## src/rtl/instruction_fetch.sv

```systemverilog
// Instruction fetch front end: issues word addresses to a synchronous
// instruction memory, captures the returned word one cycle later into a
// 2-entry output buffer and presents (pc, instr) pairs to decode over a
// valid/ready handshake. A redirect flushes everything and restarts fetch.
module instruction_fetch #(
    parameter logic [31:0] RESET_PC = 32'h0000_0000
) (
    input  logic        clk,
    input  logic        rst,
    output logic [31:0] mem_addr,
    input  logic [31:0] mem_instr,
    input  logic        redirect_valid,
    input  logic [31:0] redirect_pc,
    output logic        out_valid,
    input  logic        out_ready,
    output logic [31:0] out_pc,
    output logic [31:0] out_instr
);

    typedef struct packed {
        logic [31:0] pc;
        logic [31:0] instr;
    } fetch_t;

    logic [31:0] fetch_pc;
    logic        inflight_valid;
    logic [31:0] inflight_pc;

    fetch_t      fifo [2];
    logic        head;
    logic [1:0]  count;

    logic        pop;
    logic        issue;
    logic [2:0]  occ;

    // Handshake, issue throttling and the address presented to memory
    always_comb begin
        out_valid = (count != 2'd0) & ~redirect_valid;
        pop       = out_valid & out_ready;
        // Slots that will be occupied once the current in-flight word lands;
        // issuing only while this is below 2 keeps the buffer from overflowing.
        occ       = {1'b0, count} + {2'b00, inflight_valid} - {2'b00, pop};
        issue     = ~rst & (redirect_valid | (occ < 3'd2));
        mem_addr  = redirect_valid ? (redirect_pc & ~32'h3) : fetch_pc;
        out_pc    = fifo[head].pc;
        out_instr = fifo[head].instr;
    end

    // Fetch pointer, in-flight tracking and buffer occupancy
    always_ff @(posedge clk) begin
        if (rst) begin
            fetch_pc       <= RESET_PC;
            inflight_valid <= 1'b0;
            inflight_pc    <= RESET_PC;
            count          <= 2'd0;
            head           <= 1'b0;
        end else begin
            if (issue) begin
                inflight_valid <= 1'b1;
                inflight_pc    <= mem_addr;
                fetch_pc       <= mem_addr + 32'd4;
            end else begin
                inflight_valid <= 1'b0;
            end
            if (redirect_valid) begin
                // Buffered entries and the word now on mem_instr are stale.
                count <= 2'd0;
                head  <= 1'b0;
            end else begin
                if (pop)
                    head <= ~head;
                count <= count + {1'b0, inflight_valid} - {1'b0, pop};
            end
        end
    end

    // Buffer storage: the landing word goes to the slot behind the head.
    // A full buffer never coincides with an in-flight word, so no overwrite.
    always_ff @(posedge clk) begin
        if (!rst && !redirect_valid && inflight_valid)
            fifo[head ^ count[0]] <= '{pc: inflight_pc, instr: mem_instr};
    end

endmodule

```

## config.mk

```make
export PLATFORM = sky130hd
export DESIGN_NAME = instruction_fetch
export DESIGN_NICKNAME = d
export VERILOG_FILES = /design/src/rtl/instruction_fetch.sv
export SDC_FILE = /design/constraint.sdc
export NUM_CORES = 1
export LEC_CHECK = 0
export BUFFER_PORTS_ARGS = -buffer_cell sky130_fd_sc_hd__buf_2
export CAP_MARGIN = 0
export CORE_UTILIZATION = 30
export CTS_CLUSTER_SIZE = 25
export DETAILED_ROUTE_END_ITERATION = 16
export HOLD_SLACK_MARGIN = 0.08
export SLEW_MARGIN = 30
export SYNTH_ARGS = -nofsm -noshare
export SYNTH_HDL_FRONTEND = slang
export SYNTH_SLANG_ARGS = --single-unit
```

## constraint.sdc

```tcl
create_clock -name clk -period 5.51 [get_ports clk]
set_input_delay 1.102 -clock clk [delete_from_list [all_inputs] [get_ports clk]]
set_output_delay 1.102 -clock clk [all_outputs]
set_load 0.02 [all_outputs]
```

# After elaboration in Yosys (flattened, before gate mapping)
# Memories as Yosys holds them, arrays and structs flattened. A register that Yosys moved wholly into a read port is not among the register bits.
# Cells that the tools add are included.
[classes] bitwise_logic=8 add_sub_neg=5 muxes=6 order_cmp=1 reduce_logical=6
[op_table] operator="32-bit by 3-bit adder with 32-bit output, second input constant" n=1
[op_table] operator="32-bit 2-to-1 mux" n=1
[op_table] operator="1-bit 2-to-1 mux" n=5
[op_table] operator="2-bit by 1-bit adder with 3-bit output" n=1
[op_table] operator="1-bit AND" n=3
[op_table] operator="3-bit by 2-bit < comparator with 1-bit output, second input constant" n=1
[op_table] operator="1-bit inverter" n=3
[op_table] operator="3-bit by 1-bit subtractor with 3-bit output" n=1
[op_table] operator="2-bit by 1-bit adder with 2-bit output" n=1
[op_table] operator="1-bit logical AND" n=2
[op_table] operator="1-bit logical NOT" n=2
[op_table] operator="2-bit nonzero test" n=1
[op_table] operator="2-bit OR reduction" n=1
[op_table] operator="2-bit by 1-bit subtractor with 2-bit output" n=1
[op_table] operator="1-bit bitwise OR" n=1
[op_table] operator="1-bit XOR" n=1
[totals] memories=1 ramBits=128 in_bits=68 output_inout_bits=97 ff_bits=68 elab_cells=32
[mem_list] name="fifo" depth=2 word_bits=64 read_ports=1 rd_clocked_by_memory_dff=1 wr=1 line_no="29" source="fetch_t fifo [2];"

# Longest topological paths before layout
# Gate-level depths: netlist (run 1).
[logic_depth] depth_word=8 mapped_depth=16

# Worst setup path after synthesis (run 1)
# No wires, ideal clock.
[synth_path] path_type="input to register" start="input port redirect_valid" end="memory fifo[1][0] in the netlist's numbering, enable pin" slack_ns=0.315 arrival_time_ns=4.707 required_time_ns=5.023 path_stages=7 cell_sequence="buf_4 -> buf_2 -> buf_2 -> clkbuf_1 -> nor2_1 -> nand2_1 -> nor2_1"
[synth_between] elab_chain_cells=5
[synth_rtl] item="start: declaration" line_no="12" source="input logic redirect_valid,"
[synth_rtl] item="1-bit logical NOT" line_no="81" source="if (!rst && !redirect_valid && inflight_valid)"
[synth_rtl] item="1-bit logical AND (2 in a row)" line_no="81"
[synth_rtl] item="1-bit 2-to-1 mux" line_no="81"
[synth_rtl] item="1-bit 2-to-1 mux (not written as such)" line_no="82" source="fifo[head ^ count[0]] <= '{pc: inflight_pc, instr: mem_instr};"
[synth_rtl] item="end: declaration" line_no="29"
# No other way between the ends.

# Worst setup path after layout (run 1)
[layout_path] start="input port redirect_valid" end="output port mem_addr[4]"
[layout_between] elab_chain_cells=1
[layout_rtl] item="32-bit 2-to-1 mux" line_no="45" source="mem_addr = redirect_valid ? (redirect_pc & ~32'h3) : fetch_pc;"
[layout_rtl] item="end: declaration" line_no="10" source="output logic [31:0] mem_addr,"
# No other way between the ends.

==> results of run 1 <==
[through the flow]
stage | cells | setup WS, ns | total power [mW] | instance area (sq um)
finish | 1161 | 1.57 | 3.31 | 10100
global route | 1160 | 1.42 | 3.46 | 10100
CTS | 1158 | 1.59 | 3.35 | 10000
detailed placement | 1126 | 1.21 | 2.14 | 9470
global placement | 1125 | 1.24 | 2.12 | 9450
floorplan | 647 | 0.315 | 1.98 | 8250
[power by group through the flow]
stage / Clock (mW) / Sequential [mW] / Combinational (mW)
global route: 1.31 / 1.71 / 0.441
finish: 1.22 / 1.70 / 0.401
global placement: 0 / 1.73 / 0.394
detailed placement: 0 / 1.73 / 0.402
CTS: 1.25 / 1.70 / 0.404
floorplan: 0 / 1.72 / 0.263
[cells by family after synthesis]
group | after synthesis | share of synthesized area [%]
AO/OA/AOI/OAI | 83 | 7.34
flip-flops | 195 | 62.9
buffers and inverters | 69 | 3.44
multiplexers | 94 | 12.5
XOR/XNOR | 13 | 1.38
adder cells (fa/ha/maj) | 4 | 0.698
AND/OR/NAND/NOR | 189 | 11.8
[sequential cells by signal, indices dropped and copies added (netlist names), named ones only]
signal,flops
inflight_valid,1
count,2
fetch_pc,32
fifo,128
inflight_pc,30
head,1
[final cells by class]
cell class              instances  share of cell area (%)
repair buffers                177                    9.68
flip-flops and latches        195                    51.5
multi-input cells             383                    27.7
clock buffers                  18                    4.36
clock inverters                14                    1.35
inverters                      31                    1.15
well taps                     341                    4.23
diodes                          2                  0.0496
[cell usage in the layout (no fill, tap or decap), types with 3 or more instances in the layout]
master / instances
nand4b_1: 4
nand3b_1: 7
clkinv_4: 5
inv_8: 6
nand4_1: 22
clkbuf_16: 17
a211oi_1: 29
o211ai_1: 4
and2_1: 9
nand2_1: 39
xnor2_1: 12
a32o_1: 3
and3_1: 5
buf_4: 12
o31ai_1: 3
a21oi_1: 13
nor2_1: 45
nand3_1: 30
edfxtp_1: 128
dfxtp_1: 66
buf_2: 162
mux2i_1: 25
ha_1: 3
o311ai_0: 3
or4_1: 5
mux2_2: 69
inv_1: 30
nor3_1: 12
o21ai_0: 8
[worst paths after layout]
kind,from,endpoint,slack [ns],depth (start not counted)
min,inflight_pc[16]$_SDFFE_PP0P_,fifo[1][48]$_DFFE_PP_,0.45,0
min reg2reg,inflight_pc[16]$_SDFFE_PP0P_,fifo[1][48]$_DFFE_PP_,0.45,0
max,redirect_valid,mem_addr[4],1.57,5
max reg2reg,count[1]$_SDFF_PP0_,fetch_pc[28]$_SDFFE_PP0P_,2.02,14
[worst reg2reg max path, stage by stage (launching register included)]
cell and delay (ns):
dfxtp_1 0.40, nor2_1 0.07, nor2_1 0.10, and2_1 0.18
ha_1 0.23, inv_1 0.05, ha_1 0.12, inv_1 0.04
fa_1 0.37, xnor2_1 0.23, a21o_2 0.18, buf_4 0.65
nor2_1 0.40, a32oi_1 0.26, nand3_1 0.09
[per-layer routing]
layer | global-route usage [%] | vias to the layer above | wire [um]
met5 | 0 | - | 0
met4 | 5.19 | 0 | 415
met3 | 4.42 | 23 | 1230
met2 | 24.3 | 142 | 9800
met1 | 18.2 | 2756 | 9130
li1 | - | 2744 | -
==> run_results.csv, run 1 <==
group,metric,value,unit
worst_setup_path,crit_family,"buffers and inverters",
clock_network,cts_buffers,17,
worst_setup_path,worstPathBufferInverterCount,4,
yosys,yosys.cell_count.top_type,"edfxtp_1",
route,wl_per_cell,17.7,um
worst_setup_path,timing.critical_path.mode_cell,"buf_2",
pwr,p_comb_share,12.1,%
clock_network,postCtsHoldBufs,0,
global_routing,grt.total_usage,14.7,%
yosys,yosysSeqAreaShare,62.9,%
yosys,synth_area,8250,sq um
floorplan,core_area,27000,sq um
worst_setup_path,crit_fanout,73,
yosys,yosys.cell_types.count,51,
floorplan,die_w,168,um
sta,finClkSkew,0.0146,ns
final_layout,drive_gt1_share,35.5,%
route,vias,5665,
worst_setup_path,crit_chain,"buf_2 > buf_4 > mux2i_1 > inv_1 > buf_2",
placement,portBuffers,162,
yosys,synth-async-reset-ratio,0,%
clock_network,postCtsSetupBuffers,0,
yosys,yosys_warnings,0,
yosys,yosysTopAreaCell,"edfxtp_1",
route,drc,0,
clock_network,clkLatencyLatePin,0.43,ns
worst_setup_path,path_class,"input port to primary output",
clock_network,clockBufferDepth,2,
clock_network,clock_sinks,195,
clock_network,htree_levels,4,
sta,grt_setup_unrepaired,"false",
worst_setup_path,end_kind,"primary output",
clock_network,cts_root_buf,"clkbuf_16",
final_layout,post-route-util,37.4,%
worst_setup_path,cp_data_required_time,4.41,ns
route,drt_iter0_markers,340,
yosys,synth.net_count,719,
global_routing,grt_pass1_vias,5630,
sta,hold_violations,0,
floorplan,ios,165,
worst_setup_path,cp_slowest_cell,"buf_4",
final_layout,multi_input_area,2790,sq um
sta,fin_crit,3.94,ns
clock_network,cts_tree,"built",
final_layout,fillers,2642,
yosys,synth_edf_count,128,
clock_network,path_clk_slew,0.07,ns
yosys,synth_top_area_share,46.6,%
yosys,ys_ff_latch,195,
pwr,peakVddDrop,0.214,mV
worst_setup_path,cpPeakStageDelay,0.67,ns
pwr,p_clk_share,36.7,%
sta,setup_tns,0,ns
yosys,ys_top_cells_by_count,"edfxtp_1, mux2_2, dfxtp_1",
worst_setup_path,arrival,2.84,ns
sta,hold_slack,0.451,ns
final_layout,synthToLayoutAreaGrowth,22.3,%
floorplan,start_util,30.6,%
pwr,seqPwrFrac,51.2,%
final_layout,register_area,5190,sq um
final_layout,final_nets,877,
worst_setup_path,start_kind,"input port",
sta,finalSetupViolCount,0,
yosys,avgSynthCellArea,12.7,sq um
floorplan,fp-row-count,60,
route,ant_nets,0,
pwr,power_switching,0.907,mW
global_routing,grt_start_max_net_pins,78,
sta,max_freq,254,MHz
sta,finalCritPeriodShare,71.5,%
global_routing,antenna_found_initial,2,
sta,slew_violations,0,
placement,dp_hpwl,13700,um
global_routing,overflow,0,
yosys,synthCells,647,
global_routing,grt_pass1_wl,31300,um
run_status,status,"complete, no violations",
sta,tightest_slew,0.850,ns
clock_network,post_cts_resized,0,
placement,place_congestion,0.759,
run,max-cap-violations,0,
floorplan,die-area,28200,sq um
route,drt-pass1-iter-count,5,
pwr,cellPowerDensity,329,nW/um^2
yosys,synth.area.top_cells,"edfxtp_1, dfxtp_1, mux2_2, mux2i_1, a211oi_1",
route,routed_via_density,4.88,
route,finalWirelength,20600,um
pwr,p_int,2.41,mW
sta,slew-limit-headroom,43.2,%
worst_hold_path,hp-class,"register to register",
floorplan,die_h,168,um
yosys,synthFlopType,"edfxtp_1",
pwr,p_sw_share,27.4,%
pwr,leakage,3.95,nW
No activity file was read; power rests on OpenSTA's default activity.
==> run 2: changes to the inputs <==
==> constraint.sdc (replaced) <==
create_clock -name clk -period 3.5 [get_ports clk]
set_input_delay 0.7 -clock clk [delete_from_list [all_inputs] [get_ports clk]]
set_output_delay 0.7 -clock clk [all_outputs]
set_load 0.02 [all_outputs]
==> run_results.csv, run 2 (synthesized netlist as in run 1, its figures left out) <==
group,metric,value,unit
clock_network,path_clk_slew,0.07,ns
final_layout,drive_gt1_share,36.6,%
pwr,p_sw_share,27.1,%
final_layout,layout_common_cells,"buf_2, edfxtp_1, mux2_2, dfxtp_1, nor2_1",
final_layout,final_nets,890,
sta,setup_tns,0,ns
route,ant_nets,0,
pwr,p_int,3.79,mW
pwr,power_switching,1.41,mW
worst_setup_path,end_kind,"primary output",
sta,max_freq,309,MHz
clock_network,cts_buffers,17,
placement,dp_hpwl,14400,um
pwr,leakage,4.01,nW
floorplan,core_area,27000,sq um
route,drt_iter0_markers,434,
clock_network,cts_root_buf,"clkbuf_16",
clock_network,post_cts_resized,0,
run_status,status,"complete, no violations",
clock_network,clock_sinks,195,
floorplan,start_util,30.6,%
placement,placed_area,9580,sq um
run,max-cap-violations,0,
worst_setup_path,path_class,"input port to primary output",
pwr,peakVddDrop,0.304,mV
pwr,cellPowerDensity,512,nW/um^2
pwr,p_clk_share,36.1,%
sta,grt_setup_unrepaired,"false",
pwr,power.total,5.20,mW
clock_network,clockBufferDepth,2,
worst_setup_path,crit_fanout,49,
final_layout,final_common_cell,"buf_2",
global_routing,overflow,0,
sta,slew-limit-headroom,59.4,%
sta,layout_setup_ws,0.265,ns
placement,place_ws,0.243,ns
route,vias,5590,
global_routing,antenna_found_initial,3,
sta,fin_crit,3.24,ns
global_routing,grt_start_max_net_pins,50,
route,drc,0,
worst_hold_path,hp-class,"register to register",
final_layout,finalNonFillerCells,1175,
clock_network,cts_tree,"built",
sta,finalCritPeriodShare,92.4,%
worst_setup_path,cpPeakStageDelay,0.49,ns
sta,hold_slack,0.450,ns
worst_setup_path,cp_slowest_cell,"buf_4",
sta,finalSetupViolCount,0,
route,wl_per_cell,17.2,um
pwr,p_comb_share,12.5,%
global_routing,grt_pass1_vias,5534,
clock_network,clkLatencyLatePin,0.43,ns
floorplan,fp-row-count,60,
global_routing,grt.total_usage,14.8,%
worst_setup_path,cp_data_required_time,2.80,ns
sta,finClkSkew,0.0126,ns
placement,place_congestion,0.801,
floorplan,die-area,28200,sq um
sta,tightest_slew,0.592,ns
sta,hold_violations,0,
floorplan,die_w,168,um
worst_setup_path,arrival,2.54,ns
sta,slew_violations,0,
route,drt-pass1-iter-count,5,
final_layout,synthToLayoutAreaGrowth,23.2,%
route,finalWirelength,20200,um
global_routing,grt_pass1_wl,31300,um
worst_setup_path,start_kind,"input port",
final_layout,largest_reg_flops,128,
final_layout,final_area,10200,sq um
clock_network,postCtsHoldBufs,0,
floorplan,die_h,168,um
floorplan,ios,165,
pwr,seqPwrFrac,51.5,%
route,routed_via_density,4.76,
clock_network,postCtsSetupBuffers,0,
final_layout,post-route-util,37.7,%
clock_network,htree_levels,4,
placement,portBuffers,162,
placement,placed_cells,1140,
worst_setup_path,crit_chain,"buf_2 > buf_4 > buf_4 > mux2i_1 > inv_1 > buf_2",
==> run 2: cell types whose count changed in the layout (fill, tap and decap cells not counted), moves of 2 or more <==
cell	before	now
inv_8	6	4
inv_6	2	5
clkbuf_1	0	2
clkinv_8	0	2
clkinv_4	5	2
buf_16	2	0
buf_4	12	26
==> run 2: critical path: cells and delay by family <==
| kind | cells | cell delay (ns) |
|---|---|---|
| multiplexers | 1 | 0.42 |
| buffers and inverters | 5 | 1.39 |
==> run 2: power groups by stage <==
stage,sequential [mW],combinational (mW),clock [mW]
floorplan,2.70,0.420,0
global placement,2.72,0.647,0
detailed placement,2.73,0.655,0
CTS,2.68,0.658,1.93
global route,2.69,0.717,2.04
finish,2.68,0.649,1.88
==> run 2: path summary, 6_finish.rpt <==
path                                                   start                         to  slack [ns]  depth (start not counted)
worst min-delay path            inflight_pc[18]$_SDFFE_PP0P_      fifo[0][50]$_DFFE_PP_        0.45                          0
worst max register to register           count[1]$_SDFF_PP0_  fetch_pc[24]$_SDFFE_PP0P_        0.52                         13
worst min register to register  inflight_pc[18]$_SDFFE_PP0P_      fifo[0][50]$_DFFE_PP_        0.45                          0
worst max-delay path                          redirect_valid               mem_addr[26]        0.26                          6
==> run 2: metal layers <==
layer  track usage [%]  vias up  wire, um
met2              24.8      135      9830
li1                  -     2758         -
met5                 0        -         0
met4              3.71        0       104
met1              18.0     2691      8850
met3              5.20        6      1450
==> run 2: area by class of cell <==
class                           instances  area (sq um)
Clock buffer                           19           433
Fill cell                            2629         16800
Inverter                               31           118
Multi-Input combinational cell        383          2800
Sequential cell                       195          5190
Clock inverter                         13           139
Tap cell                              341           427
Timing Repair Buffer                  190          1050
Antenna cell                            3          7.51
